--- config.mk ---
export PLATFORM = sky130hd
export DESIGN_NAME = clk_div_multi
export DESIGN_NICKNAME = d
export VERILOG_FILES = /design/src/rtl/clk_div_multi_pkg.sv /design/src/rtl/clk_div_multi_ch.sv /design/src/rtl/clk_div_multi.sv
export SDC_FILE = /design/constraint.sdc
export NUM_CORES = 1
export LEC_CHECK = 0
export BUFFER_PORTS_ARGS = -buffer_cell sky130_fd_sc_hd__buf_2
export CORE_MARGIN = 3
export CORE_UTILIZATION = 62
export DETAILED_ROUTE_END_ITERATION = 10
export HOLD_SLACK_MARGIN = 0.1
export PLACE_DENSITY_LB_ADDON = 0.12
export SETUP_SLACK_MARGIN = 0.5
export SLEW_MARGIN = 20
export SYNTH_ARGS = -nofsm -noshare
export SYNTH_HDL_FRONTEND = slang
export SYNTH_SLANG_ARGS = --single-unit
--- constraint.sdc ---
create_clock -name clk -period 4.7 [get_ports clk]
set_input_delay 0.705 -clock clk [delete_from_list [all_inputs] [get_ports clk]]
set_output_delay 0.705 -clock clk [all_outputs]
set_load 0.01 [all_outputs]
--- src/rtl/clk_div_multi_pkg.sv ---
// Shared definitions for the multi-channel clock divider: channel FSM
// encodings and the smallest divisor a channel is allowed to run with.
package clk_div_multi_pkg;

    typedef enum logic {
        ST_IDLE = 1'b0,
        ST_RUN  = 1'b1
    } ch_state_e;

    // Divisors 0 and 1 cannot produce a square wave, so 2 is the floor.
    localparam int DIV_MIN = 2;

endpackage

--- src/rtl/clk_div_multi_ch.sv ---
// One divider channel: IDLE/RUN FSM, period counter and a divisor latched at
// each period start so mid-period divisor changes wait for the boundary.
module clk_div_ch
    import clk_div_multi_pkg::*;
#(
    parameter int CNT_W = 26
) (
    input  logic             clk,
    input  logic             rst_n,
    input  logic             en,
    input  logic             sync,
    input  logic [CNT_W-1:0] div,
    output logic             out,
    output logic             tick,
    output logic             active
);

    ch_state_e        state, state_nxt;
    logic [CNT_W-1:0] cnt, cnt_nxt;
    logic [CNT_W-1:0] act, act_nxt;
    logic             out_q, out_nxt;
    logic             tick_q, tick_nxt;
    logic             div_ok;
    logic             period_end;
    logic [CNT_W-1:0] cnt_inc;

    assign div_ok     = (div >= CNT_W'(DIV_MIN));
    assign period_end = (cnt == (act - CNT_W'(1)));
    assign cnt_inc    = cnt + CNT_W'(1);

    // State register: FSM state plus the registered outputs it drives.
    always_ff @(posedge clk or negedge rst_n) begin
        if (!rst_n) begin
            state  <= ST_IDLE;
            cnt    <= '0;
            act    <= '0;
            out_q  <= 1'b0;
            tick_q <= 1'b0;
        end else begin
            state  <= state_nxt;
            cnt    <= cnt_nxt;
            act    <= act_nxt;
            out_q  <= out_nxt;
            tick_q <= tick_nxt;
        end
    end

    // Next-state logic. In RUN, en has priority over sync and period end.
    always_comb begin
        state_nxt = state;
        cnt_nxt   = cnt;
        act_nxt   = act;
        out_nxt   = 1'b0;
        tick_nxt  = 1'b0;
        unique case (state)
            ST_IDLE: begin
                if (en && div_ok) begin
                    state_nxt = ST_RUN;
                    cnt_nxt   = '0;
                    act_nxt   = div;
                    out_nxt   = 1'b1;
                    tick_nxt  = 1'b1;
                end
            end
            ST_RUN: begin
                if (!en) begin
                    state_nxt = ST_IDLE;
                    cnt_nxt   = '0;
                end else if (sync || period_end) begin
                    if (div_ok) begin
                        cnt_nxt  = '0;
                        act_nxt  = div;
                        out_nxt  = 1'b1;
                        tick_nxt = 1'b1;
                    end else begin
                        state_nxt = ST_IDLE;
                        cnt_nxt   = '0;
                    end
                end else begin
                    cnt_nxt = cnt_inc;
                    out_nxt = (cnt_inc < (act >> 1));
                end
            end
            default: begin
                state_nxt = ST_IDLE;
                cnt_nxt   = '0;
            end
        endcase
    end

    // Output logic: active mirrors the registered state directly.
    always_comb begin
        out    = out_q;
        tick   = tick_q;
        active = (state == ST_RUN);
    end

endmodule

--- src/rtl/clk_div_multi.sv ---
// Multi-channel programmable clock divider: NUM_CH independent channels,
// each with its own enable and divisor, phase-aligned by a shared sync.
module clk_div_multi
    import clk_div_multi_pkg::*;
#(
    parameter int NUM_CH = 4,
    parameter int CNT_W  = 26
) (
    input  logic                    clk,
    input  logic                    rst_n,
    input  logic [NUM_CH-1:0]       en,
    input  logic [NUM_CH*CNT_W-1:0] div_in,
    input  logic                    sync,
    output logic [NUM_CH-1:0]       out,
    output logic [NUM_CH-1:0]       tick,
    output logic [NUM_CH-1:0]       active
);

    for (genvar i = 0; i < NUM_CH; i++) begin : g_ch
        clk_div_ch #(
            .CNT_W (CNT_W)
        ) u_ch (
            .clk    (clk),
            .rst_n  (rst_n),
            .en     (en[i]),
            .sync   (sync),
            .div    (div_in[i*CNT_W +: CNT_W]),
            .out    (out[i]),
            .tick   (tick[i]),
            .active (active[i])
        );
    end

endmodule

# Word level (Yosys, flattened, before mapping)
# Cells that the tools add are included.
# Widths: inputs -> output; s select.
[totals] inputBits=111 mem_bits_ro=0 latchBits=0 ramBits=0 memories=0 ff_bits=220 wordCells=152
[op_classes] bitwise=4 multipliers=0 mux=80 reduce_logical=12 n_shift=0 order_cmp=8 eq_ne=20 div_mod_pow=0 addsub=8
[ops] op="$mux 26" count=28
[ops] op="$pmux 26 s2" count=8
[ops] op="$add 26x1->26 const B" count=4
[ops] op="$eq 26x26->1" count=4
[ops] op="$ge 26x2->1 const B" count=4
[ops] op="$lt 26x25->1" count=4
[ops] op="$sub 26x1->26 const B" count=4
[ops] op="$mux 1" count=32
[ops] op="$ne 2x2->1 const B" count=12
[ops] op="$pmux 1 s2" count=12
[ops] op="$reduce_and 4->1" count=4
[ops] op="$ne 2x1->1 const B" count=4
[ops] op="$logic_and 1x1->1" count=4
[ops] op="$logic_or 1x1->1" count=4
[ops] op="$not 1->1" count=4

# Logic depth before layout (Yosys ltp)
[depth] depth_word=6 mapped_depth=18

# By module
# From an unflattened synthesis, not the netlist that was laid out.
[unflattened] hier_cells=2121 area_unflattened_um2=18447.7
[modules_own_cells] mod="clk_div_ch at g_ch[0].u_ch ..." cells_each=625 area_per_inst_um2=5064.9 seq_area_each_um2=1376.3 n_inst=2
[modules_own_cells] mod="clk_div_ch at g_ch[1].u_ch" cells_each=445 area_per_inst_um2=4280.4 seq_area_each_um2=1376.3 n_inst=1
[modules_own_cells] mod="clk_div_ch at g_ch[3].u_ch" cells_each=426 area_per_inst_um2=4037.6 seq_area_each_um2=1376.3 n_inst=1

# Least setup slack after synthesis
# OpenSTA, ideal clock, no wires.
[synth_timing] kind="register to register" from="register g_ch[0].u_ch.cnt[3]" to="register g_ch[0].u_ch.out_q" t_required_ps=4581 n_path_buf=1 period_less_slack_ps=3564 stages_incl_launch_ff=16 t_arrival_ps=3445 path_slack_ps=1136 cell_sequence="dfrtp_1 -> clkbuf_1 -> and4_1 -> nand3_1 -> or3_1 -> nor2_1 -> nand2_1 -> o21a_1 -> or2_2 -> ha_1 -> and4_1 -> nand4_1 -> or4_1 -> a21oi_1 -> nor4_1 -> o21a_1"
[synth_between] elab_chain_cells=5 elab_cells_between_ends=7 classes_between="1 x add/sub; 1 x order compare; 1 x eq/ne; 3 x mux; 1 x reduce/logical"
[synth_lines] element="from (decl)" line="clk_div_multi_ch.sv:19" source="logic [CNT_W-1:0] cnt, cnt_nxt;"
[synth_lines] element="from (signal assigned)" line="clk_div_multi_ch.sv:41" source="cnt <= cnt_nxt;"
[synth_lines] element="$add 26x1->26 / $eq 26x26->1 (equally long branches)" line="clk_div_multi_ch.sv:29, clk_div_multi_ch.sv:28"
[synth_lines] element="$lt 26x25->1 / $logic_or 1x1->1 (equally long branches)" line="clk_div_multi_ch.sv:81, clk_div_multi_ch.sv:69"
[synth_lines] element="$mux 1 (*)" line="clk_div_multi_ch.sv:69" source="end else if (sync || period_end) begin"
[synth_lines] element="$mux 1 (*)" line="clk_div_multi_ch.sv:66" source="if (!en) begin"
[synth_lines] element="$pmux 1 s2 (*)" line="clk_div_multi_ch.sv:55" source="unique case (state)"
[synth_lines] element="named net g_ch[0].u_ch.out_nxt" line="clk_div_multi_ch.sv:21" source="logic out_q, out_nxt;"
[synth_lines] element="to (signal assigned)" line="clk_div_multi_ch.sv:43" source="out_q <= out_nxt;"
[synth_lines] element="to (decl)" line="clk_div_multi_ch.sv:21"
# Mark *: on every way through the listed nets, which the timed path passes. The rest lies on a longest branch.
# A chain may end at the register's enable or synchronous reset.

# Final worst setup path
[layout_timing] from="register g_ch[1].u_ch.cnt[0]" to="register g_ch[1].u_ch.out_q"
[layout_between] elab_chain_cells=5 elab_cells_between_ends=7 classes_between="1 x add/sub; 1 x order compare; 1 x eq/ne; 3 x mux; 1 x reduce/logical"
[layout_lines] element="from (decl)" line="clk_div_multi_ch.sv:19"
[layout_lines] element="from (signal assigned)" line="clk_div_multi_ch.sv:41"
[layout_lines] element="$add 26x1->26 / $eq 26x26->1 (equally long branches)" line="clk_div_multi_ch.sv:29, clk_div_multi_ch.sv:28"
[layout_lines] element="$lt 26x25->1 / $logic_or 1x1->1 (equally long branches)" line="clk_div_multi_ch.sv:81, clk_div_multi_ch.sv:69"
[layout_lines] element="$mux 1 (*)" line="clk_div_multi_ch.sv:69"
[layout_lines] element="$mux 1 (*)" line="clk_div_multi_ch.sv:66"
[layout_lines] element="$pmux 1 s2 (*)" line="clk_div_multi_ch.sv:55"
[layout_lines] element="named net g_ch[1].u_ch.out_nxt" line="clk_div_multi_ch.sv:21"
[layout_lines] element="to (signal assigned)" line="clk_div_multi_ch.sv:43"
[layout_lines] element="to (decl)" line="clk_div_multi_ch.sv:21"
# Marks and branches as above.

==> qor.yml <==
wl_um: 43900
slew_viol_final: 0
syn2layout_area_growth_pct: 9.76
clock_path_buffers: 3
num-nets-final: 2176
fin_area_um2: 18500
worst_slew_pin_slew_ns: 1.06
cts_root_buf: "clkbuf_16"
insertion_delay_ns: 0.55
syn_nets: 2109
wire_per_inst_um: 19.0
netlist_instances: 1894
p_leak_uw: 0.00872
die_x_um: 171
ys_ff_latch: 220
antenna_cells: 0
synth_edf_count: 0
dr.first_iter.drc_count: 1147
cts_tree: "yes"
vdd_drop_max_v: 0.000331
synth_flop_cell: "dfrtp_1"
grt_overflow: 0
crit_family: "simple AND/OR/NAND/NOR gates"
power.total_uw: 5460
cap_violations: 0
hp-class: "in2async"
dpl.cell_count: 2264
grt_pass1_vias: 13698
drc_errors: 0
initial_core_util_pct: 63.9
cp_data_arrival_time_ns: 4.35
placed_cell_area_um2: 17500
criticalPathCategory: "reg2reg"
stdcell_count: 2316
max_stage_delay_ns: 0.45
antenna_found_initial: 0
grt_first_pass_wirelength_um: 70600
crit_buf_inv: 1
drive_above_1_share_pct: 14.4
rows: 59
setup_viol: 0
netlist_top_cells_count: "220 x dfrtp_1, 179 x nand2_1, 120 x inv_1"
cts.clk_slew.worst_paths_ns: 0.06
final.setup.tns_ns: 0
yosysMostFrequentCell: "dfrtp_1"
synth.top_cell.area_share_pct: 32.7
clkSinkCount: 220
cp.required_ns: 5.13
path_cells: "ha_1 -> nand3_1 -> nor3_1 -> buf_4 -> and3_1 -> and2_1 -> nand2_1 -> nor2_1 -> xor2_1 -> ha_1 -> a21oi_1 -> nor2b_1 -> o21ai_0 -> a21oi_1 -> a2111oi_0 -> nand2_1 -> a32oi_1"
nFillCells: 2094
ys_warn_count: 0
slowest_stage: "dfrtp_2"
cts_hold_buf: 0
synth_area_um2: 16900
first_pass_iters: 5
synth_top_cells_by_area: "dfrtp_1 33%, ha_1 7.7%, xnor2_1 5.8%"
async_flop_share_pct: 100
io_buffer_count: 122
rsz0062_at_grt: "no"
start_kind: "register"
grt_usage_pct: 29.5
drtAntennaViolNets: 0
core-area_um2: 26400
cts_max_level: 1
die_height_um: 171
yosysTopAreaCell: "dfrtp_1"
slew_headroom_pct: 28.6
max_freq_mhz: 255
cts_buffers: 26
final_hold_viol_count: 0
vias: 14611
synth.distinct_cells: 85
cp-end-kind: "register"
io_pins: 123
crit_fanout: 7
fin_crit_ns: 3.92
status: "finished clean"
syn_area_per_cell_um2: 8.90
grt_max_degree: 119
gp_congestion: 0.936
ys_seq_area_share_pct: 32.7
skew_ns: 0.0154
power_density_nw_per_um2: 295
fin_crit_sh_pct: 83.3
die-area_um2: 29200
dpl.hpwl_um: 33100
drt-vias-per-instance: 6.31
[layer usage]
layer  GRT usage [%]  part of all wire [%]
met5               0                     0
met4            7.00                   2.3
met3            2.96                   7.3
met2            45.8                    44
met1            44.5                    47
[cell usage in the layout, fill, tap and decap left out, types with 7 or more instances in the layout]
master,n
nor2b_1,20
a31oi_1,14
a21o_1,40
mux2_2,36
a21oi_1,73
xnor2_1,112
nor4_1,55
nor2_1,92
mux2_1,26
inv_1,120
mux2i_1,11
nand3_1,72
buf_2,121
nand4b_1,7
clkbuf_8,7
o31ai_1,10
a22o_1,29
and2_1,8
nor3_1,44
xor2_1,77
or2_2,17
clkbuf_16,26
mux2_4,19
nor4b_1,11
nand2_1,179
ha_1,104
or3_1,26
dfrtp_1,219
and3_1,29
a32o_1,20
and4_1,12
nand2b_1,34
o21ai_0,89
a211o_1,11
buf_4,20
or4_1,21
nand4_1,47
[report_power, final]
group / total (µW) / switching [µW] / internal [µW] / leakage [µW]
Clock: 2170 / 823 / 1350 / 0.000455
Sequential: 2280 / 251 / 2030 / 0.00282
Combinational: 1010 / 567 / 445 / 0.00544
Total: 5460 / 1640 / 3820 / 0.00872
[worst paths after layout]
kind	cells after the start	from	slack (ns)	end
max in group asynchronous	2	rst_n	3.44	g_ch[3].u_ch.act[25]
min in group clk	2	div_in[52]	0.38	g_ch[2].u_ch.act[0]
worst max register to register	17	g_ch[1].u_ch.cnt[0]	0.78	g_ch[1].u_ch.out
worst min register to register	1	g_ch[3].u_ch.cnt[25]	0.55	g_ch[3].u_ch.cnt[25]
worst max-delay path	17	g_ch[1].u_ch.cnt[0]	0.78	g_ch[1].u_ch.out
worst min-delay path	1	rst_n	0.25	g_ch[1].u_ch.cnt[16]
[what timing repair did]
item                                    4_1_cts  5_1_grt
gates cloned                                  0        1
pin swaps                                     0        3
resized for setup                             1        2
endpoints found under the setup margin       26       50
buffers inserted                              0        3
[registers in the layout (all words and copies together) (netlist names)]
| register | flops |
|---|---|
| g_ch.u_ch.tick | 4 |
| g_ch.u_ch.cnt | 104 |
| g_ch.u_ch.out | 4 |
| g_ch.u_ch.act | 104 |
| g_ch.u_ch.active | 4 |
[metrics by stage]
step | worst slack [ns] | hold slack [ns] | utilization [%]
floorplan | 1.14 | 0.409 | -
detailed placement | 0.460 | 0.533 | 66.5
global placement | 0.587 | 0.525 | 66.5
finish | 0.784 | 0.252 | 70.2
CTS | 0.704 | 0.287 | 70.0
global route | 0.531 | 0.323 | 70.2
[kinds of logic (layout without fill, tap and decap cells)]
family / count (synthesis) / count (layout) / share of synthesized area, %
DFF: 220 / 220 / 32.7
muxes: 92 / 92 / 6.49
and+or+nand+nor: 703 / 704 / 22.7
buffers and inverters: 225 / 311 / 5.81
AOI/OAI and AO/OA: 361 / 361 / 14.8
adders and majority gates: 104 / 104 / 7.72
xor gates and xnor gates: 189 / 189 / 9.82
[layout make-up]
cell class,count,area (µm²),share of cell area [%]
timing repair buffer,143,791,4.28
multi-input combinational,1450,10400,56.2
tap,335,419,2.27
sequential,220,5510,29.8
clock inverter,11,175,0.947
inverter,120,450,2.44
clock buffer,37,762,4.12
(Power assumes the default switching activity.)
